--- config.mk ---
export PLATFORM = sky130hd
export DESIGN_NAME = seg7_scan_driver
export DESIGN_NICKNAME = d
export VERILOG_FILES = /design/src/rtl/seg7_scan_driver.sv
export SDC_FILE = /design/constraint.sdc
export NUM_CORES = 1
export LEC_CHECK = 0
export CORE_MARGIN = 1.5
export CORE_UTILIZATION = 30
export CTS_CLUSTER_SIZE = 28
export DETAILED_ROUTE_END_ITERATION = 12
export GPL_TIMING_DRIVEN = 0
export PLACE_DENSITY_LB_ADDON = 0.1
export RECOVER_POWER = 100
export SLEW_MARGIN = 20
export SYNTH_ARGS = -nofsm -noshare
export SYNTH_HDL_FRONTEND = slang
export SYNTH_SLANG_ARGS = --single-unit
--- constraint.sdc ---
create_clock -name clk -period 6.1 [get_ports clk]
set_input_delay 1.22 -clock clk [delete_from_list [all_inputs] [get_ports clk]]
set_output_delay 1.22 -clock clk [all_outputs]
set_load 0.01 [all_outputs]
--- src/rtl/seg7_scan_driver.sv ---
// Six-digit multiplexed seven-segment driver: shadows d1..d6 with optional
// leading-zero blanking and scans one digit per DIV clock cycles.
module seg7_scan_driver #(
  parameter int DIV            = 50000,
  parameter bit SEG_ACTIVE_LOW = 1'b1
) (
  input  logic       clk,
  input  logic       reset,
  input  logic       load,
  input  logic [3:0] d1,
  input  logic [3:0] d2,
  input  logic [3:0] d3,
  input  logic [3:0] d4,
  input  logic [3:0] d5,
  input  logic [3:0] d6,
  input  logic       blank_lz,
  output logic [5:0] an,
  output logic [6:0] seg,
  output logic       frame_done
);

  localparam int            CW      = (DIV > 1) ? $clog2(DIV) : 1;
  localparam logic [CW-1:0] CNT_MAX = CW'(DIV - 1);
  localparam logic [5:0]    AN_OFF  = SEG_ACTIVE_LOW ? 6'b111111 : 6'b000000;
  localparam logic [6:0]    SEG_OFF = SEG_ACTIVE_LOW ? 7'h7F : 7'h00;

  logic [CW-1:0] cnt_q;
  logic [2:0]    idx_q;
  logic [2:0]    idx_d;
  logic [3:0]    shadow_q [6];
  logic [3:0]    shadow_d [6];
  logic [3:0]    raw      [6];
  logic [5:0]    an_q;
  logic [6:0]    seg_q;
  logic          frame_done_q;
  logic          tick;
  logic          lz_run;

  function automatic logic [6:0] decode(input logic [3:0] code);
    case (code)
      4'h0:    decode = 7'h3F;
      4'h1:    decode = 7'h06;
      4'h2:    decode = 7'h5B;
      4'h3:    decode = 7'h4F;
      4'h4:    decode = 7'h66;
      4'h5:    decode = 7'h6D;
      4'h6:    decode = 7'h7D;
      4'h7:    decode = 7'h07;
      4'h8:    decode = 7'h7F;
      4'h9:    decode = 7'h6F;
      4'hA:    decode = 7'h40;
      default: decode = 7'h00;
    endcase
  endfunction

  assign tick  = (cnt_q == CNT_MAX);
  assign idx_d = (idx_q == 3'd5) ? 3'd0 : idx_q + 3'd1;

  // Blanking is resolved at capture time; non-digit codes neither blank nor end the run.
  always_comb begin
    raw[0] = d1;
    raw[1] = d2;
    raw[2] = d3;
    raw[3] = d4;
    raw[4] = d5;
    raw[5] = d6;
    lz_run = blank_lz;
    for (int i = 0; i < 5; i++) begin
      shadow_d[i] = raw[i];
      if (lz_run && raw[i] == 4'h0) begin
        shadow_d[i] = 4'hF;
      end else if (raw[i] >= 4'h1 && raw[i] <= 4'h9) begin
        lz_run = 1'b0;
      end
    end
    shadow_d[5] = raw[5];
  end

  // The tick reads shadow_q before any same-edge load lands, so a coincident
  // load only becomes visible from the following digit slot.
  always_ff @(posedge clk) begin
    if (reset) begin
      cnt_q        <= '0;
      idx_q        <= 3'd5;
      an_q         <= AN_OFF;
      seg_q        <= SEG_OFF;
      frame_done_q <= 1'b0;
      for (int i = 0; i < 6; i++) shadow_q[i] <= 4'hF;
    end else begin
      cnt_q        <= tick ? '0 : cnt_q + CW'(1);
      frame_done_q <= tick && (idx_d == 3'd5);
      if (tick) begin
        idx_q <= idx_d;
        an_q  <= (6'd1 << idx_d) ^ AN_OFF;
        seg_q <= decode(shadow_q[idx_d]) ^ SEG_OFF;
      end
      if (load) begin
        for (int i = 0; i < 6; i++) shadow_q[i] <= shadow_d[i];
      end
    end
  end

  assign an         = an_q;
  assign seg        = seg_q;
  assign frame_done = frame_done_q;

endmodule

==> results.yml, run 1 <==
global_routing:
  antenna_found_initial: 0
  gr-usage-all-layers: 0.1260
  grt_max_degree: 25
  grt_first_pass_wirelength_mm: 9.542
  grt_pass1_vias: 2004
  grt_overflow: 0
flow_run:
  drv_cap: 1
timing:
  setup_ws_ns: 2.328
  final_max_slew_viol_count: 0
  rsz0062_at_grt: "false"
  min_period_ns: 3.772
  finalHoldViolations: 0
  finalSetupViolations: 0
  final.period_utilization: 0.6183
  worst_pin_slew_ns: 1.498
  skew_ns: 0.009171
  slew_headroom: 0.001038
  max_freq_mhz: 265.1
  whs_ns: 0.4406
  fin_setup_tns_ns: 0
clocking:
  clk_pin_slew_ns: 0.06
  cts_made_buffers: 9
  clock_sinks: 57
  cts_hold_buf: 0
  cts_tree: "yes"
  clkLatencyLatePin_ns: 0.33
  cts-root-to-sink-buffers: 2
  cts_resized: 0
  cts_max_level: 3
  cts_post_setup_buffers_inserted: 0
  cts_root_buf: "clkbuf_8"
final_layout:
  antenna_cells: 0
  drive_gt1_frac: 0.08896
  final_area_um2: 3502
  nNetsFinal: 356
  area_growth_pct: 25.57
  fill_cells: 900
synthesis:
  ys.flop_type: "dfxtp_1"
  synth_cell_type_count: 52
  yosysSeqAreaShare: 0.4953
  async_reset_ff_frac: 0
  yosys-top-cells-area: "edfxtp_1 (26%), dfxtp_1 (24%), nor2_1 (4.4%)"
  synth_largest_area_cell: "edfxtp_1"
  synth_edf_count: 24
  syn_inst: 269
  syn_avg_cell_area_um2: 10.37
  syn_area_um2: 2789
  ys_ff_latch: 57
  ys_warn_count: 0
  synthTopCellsByCount: "dfxtp_1 (33), nor2_1 (33), edfxtp_1 (24)"
  synth_top_area_frac: 0.2584
  syn_nets: 304
floorplanning:
  initial_core_util: 0.3152
  die_w_um: 99.42
  core_area_um2: 8848
  io-pin-count: 42
  die_area_um2: 9883
  die_y_um: 99.42
  rows: 34
setup_path:
  cp_max_fo: 4
  cp.required_ns: 6.28
  crit_type: "primary input to register"
  rrSetupSlack_ns: 3.49
  critPathLaunch: "d1[2]"
  end_kind: "register"
  timing.rr.start: "idx_q[1]"
  critPathArrivalTime_ns: 3.95
  start_kind: "primary input"
power_and_ir_drop:
  power.density_nw_per_um2: 237.7
  leakagePower_nw: 1.217
  vdd_ir_drop_max_v: 0.00009546
route:
  dr_total_vias: 2055
  wl_per_cell_um: 12.85
  drt_iter0_markers: 73
  vias_per_cell: 4.735
  drc: 0
  dr.pass1.iters: 4
  drt_wl_total_mm: 5.578
  ant_nets: 0
placement:
  dp_slack_ns: 2.546
  place_area_um2: 3334
  place.gp.congestion: 0.7193
  port_buffers: 41
  place_hpwl_mm: 4.283
status:
  violations: "max-capacitance violations"
  outcome: "finished, violations left"
worst_hold_path:
  worstHoldStart: "cnt_q[0]"
  hold_class: "register to register"
==> state kept, by name (all words and copies together) (netlist names) <==
name,cells
an,6
cnt_q,16
frame_done,1
idx_q,3
seg,7
shadow_q,24
==> layout by cell type, fill, tap and decap left out, types with 5 or more instances in the layout <==
| cell type | Yosys | routed |
|---|---|---|
| nand2_1 | 9 | 9 |
| nand3_1 | 9 | 9 |
| inv_1 | 10 | 10 |
| clkbuf_8 | 0 | 11 |
| edfxtp_1 | 24 | 24 |
| clkdlybuf4s50_1 | 0 | 25 |
| xor2_1 | 10 | 10 |
| a21oi_1 | 5 | 5 |
| nand2b_1 | 15 | 15 |
| a211oi_1 | 5 | 5 |
| dfxtp_1 | 33 | 33 |
| ha_1 | 7 | 7 |
| and3_1 | 6 | 6 |
| dlygate4sd3_1 | 0 | 16 |
| mux2i_1 | 8 | 8 |
| clkbuf_1 | 8 | 11 |
| or3_1 | 9 | 9 |
| nor2_1 | 33 | 33 |
| o21ai_0 | 8 | 10 |
==> cells by family after synthesis <==
logic type                 count (synthesis)  share of synthesized area
muxes                                     15                    0.06909
and+or+nand+nor                          115                     0.2284
buffers and inverters                     23                    0.03724
AOI/OAI and AO/OA                         38                    0.09466
xor gates and xnor gates                  14                    0.04396
adders and majority gates                  7                    0.03140
DFF                                       57                     0.4953
==> area by class of cell <==
type                            instances  area, um^2  area share
Sequential cell                        57        1381      0.3944
Multi-Input combinational cell        189        1287      0.3676
Timing Repair Buffer                   41       410.4      0.1172
Clock buffer                           12       176.4     0.05038
Tap cell                              108       135.1     0.03859
Buffer                                 12       46.29     0.01322
Inverter                               11       41.29     0.01179
Clock inverter                          4       23.77    0.006788
==> where the power goes <==
group | switching [mW] | internal, mW | total, mW
clock network | 0.152 | 0.193 | 0.345
registers | 0.00515 | 0.413 | 0.418
logic | 0.0338 | 0.0352 | 0.0690
==> through the flow <==
| step | cells | power (mW) | util |
|---|---|---|---|
| floorplan | 269 | 0.4655 | - |
| global placement | 418 | 0.4991 | 0.3768 |
| detailed placement | 418 | 0.4994 | 0.3768 |
| CTS | 434 | 0.8489 | 0.3995 |
| global route | 434 | 0.8746 | 0.3958 |
| finish | 434 | 0.8325 | 0.3958 |
==> metal layers <==
layer	vias to the layer above	global-route usage	part of all wire
met2	42	0.1939	0.44
met3	9	0.03865	0.046
met1	935	0.1622	0.50
li1	1069	-	-
met5	-	0	0
met4	0	0.05850	0.018
==> critical path, stage by stage <==
cell and delay, ns:
dlygate4sd3_1 0.58, or4_1 0.54, a221oi_1 0.49, o21ai_0 0.28, or4_2 0.67, o21ai_0 0.16
==> path summary, 6_finish.rpt <==
path	endpoint	cells past startpoint
worst max-delay path	shadow_q[4][1]	6
worst min-delay path	cnt_q[0]	1
worst max register to register	seg[6]	10
worst min register to register	cnt_q[0]	1
(Power assumes the default switching activity.)
==> run 2: changes to the inputs <==
==> constraint.sdc (replaced) <==
create_clock -name clk -period 3.1 [get_ports clk]
set_input_delay 0.62 -clock clk [delete_from_list [all_inputs] [get_ports clk]]
set_output_delay 0.62 -clock clk [all_outputs]
set_load 0.01 [all_outputs]
==> results.yml, run 2 (synthesis gave the netlist of run 1 again) <==
clocking:
  cts_resized: 0
  cts-root-to-sink-buffers: 2
  cts_root_buf: "clkbuf_8"
  cts_max_level: 3
  clock_sinks: 57
  clkLatencyLatePin_ns: 0.33
  cts_tree: "yes"
  cts_post_setup_buffers_inserted: 0
  clk_pin_slew_ns: 0.07
  cts_made_buffers: 9
  cts_hold_buf: 0
route:
  ant_nets: 0
  drc: 0
  dr.pass1.iters: 4
  drt_wl_total_mm: 5.586
  vias_per_cell: 4.740
  dr_total_vias: 2057
  wl_per_cell_um: 12.87
  drt_iter0_markers: 80
power_and_ir_drop:
  leakagePower_nw: 1.223
  finalPower_mw: 1.639
  vdd_ir_drop_max_v: 0.0001883
  power.density_nw_per_um2: 466.9
final_layout:
  fin_util: 0.3966
  final_cells: 434
  fill_cells: 902
  area_growth_pct: 25.84
  largest_reg_flops: 24
  drive_gt1_frac: 0.09202
  layout_common_cells: "nor2_1 (33), dfxtp_1 (33), clkdlybuf4s50_1 (26)"
  nNetsFinal: 356
  antenna_cells: 0
  top_register: "shadow_q"
setup_path:
  end_kind: "register"
  cp_max_fo: 4
  critPathArrivalTime_ns: 2.96
  start_kind: "primary input"
  cp.required_ns: 3.29
  crit_type: "primary input to register"
placement:
  place_hpwl_mm: 4.283
  port_buffers: 41
  place_inst: 418
  place.gp.congestion: 0.7193
timing:
  skew_ns: 0.009163
  max_freq_mhz: 360.6
  final.period_utilization: 0.8945
  min_period_ns: 2.773
  slew_headroom: 0.002740
  rsz0062_at_grt: "false"
  finalHoldViolations: 0
  whs_ns: 0.4407
  final_max_slew_viol_count: 0
  fin_setup_tns_ns: 0
  finalSetupViolations: 0
  worst_pin_slew_ns: 1.496
global_routing:
  grt_pass1_vias: 2004
  grt_max_degree: 25
  gr-usage-all-layers: 0.1260
  grt_overflow: 0
  grt_first_pass_wirelength_mm: 9.542
  antenna_found_initial: 0
floorplanning:
  io-pin-count: 42
  core_area_um2: 8848
  initial_core_util: 0.3152
  die_y_um: 99.42
  die_area_um2: 9883
  die_w_um: 99.42
  rows: 34
flow_run:
  drv_cap: 1
worst_hold_path:
  hold_class: "register to register"
status:
  outcome: "finished, violations left"
  violations: "max-capacitance violations"
run 2: layer usage:
metal | up-vias | part of all wire | GRT usage
met4 | 0 | 0.018 | 0.05850
met3 | 9 | 0.045 | 0.03865
li1 | 1071 | - | -
met5 | - | 0 | 0
met2 | 40 | 0.43 | 0.1939
met1 | 937 | 0.50 | 0.1622
run 2: final timing paths:
path	from	to	slack (ns)	depth (start not counted)
worst max-delay path	d1[2]	shadow_q[4][3]	0.33	6
worst min-delay path	cnt_q[0]	cnt_q[0]	0.44	1
worst max register to register	idx_q[1]	seg[6]	0.74	10
worst min register to register	cnt_q[0]	cnt_q[0]	0.44	1
run 2: worst max-delay path, stage by stage:
cell	delay, ns
clkdlybuf4s50_1	0.45
or4_1	0.55
a221oi_1	0.54
o21ai_2	0.16
or4_4	0.51
o21ai_1	0.13
run 2: cell type report:
type,count,area (um^2),share of cell area
Sequential cell,57,1381,0.3936
Buffer,12,53.80,0.01533
Clock inverter,4,23.77,0.006774
Timing Repair Buffer,41,410.4,0.1169
Tap cell,108,135.1,0.03850
Inverter,11,41.29,0.01176
Clock buffer,12,176.4,0.05027
Multi-Input combinational cell,189,1287,0.3668
run 2: report_power, final:
group,internal (mW),switching [mW]
Combinational,0.0697,0.0668
Sequential,0.813,0.0101
Clock,0.379,0.299
Total,1.26,0.376
run 2: per-stage QoR:
step / worst slack [ns] / instance area (um^2)
CTS: 0.5008 / 3535
global route: 0.2221 / 3510
global placement: 0.1493 / 3334
detailed placement: 0.1460 / 3334
finish: 0.3271 / 3510
floorplan: 0.8003 / 2789
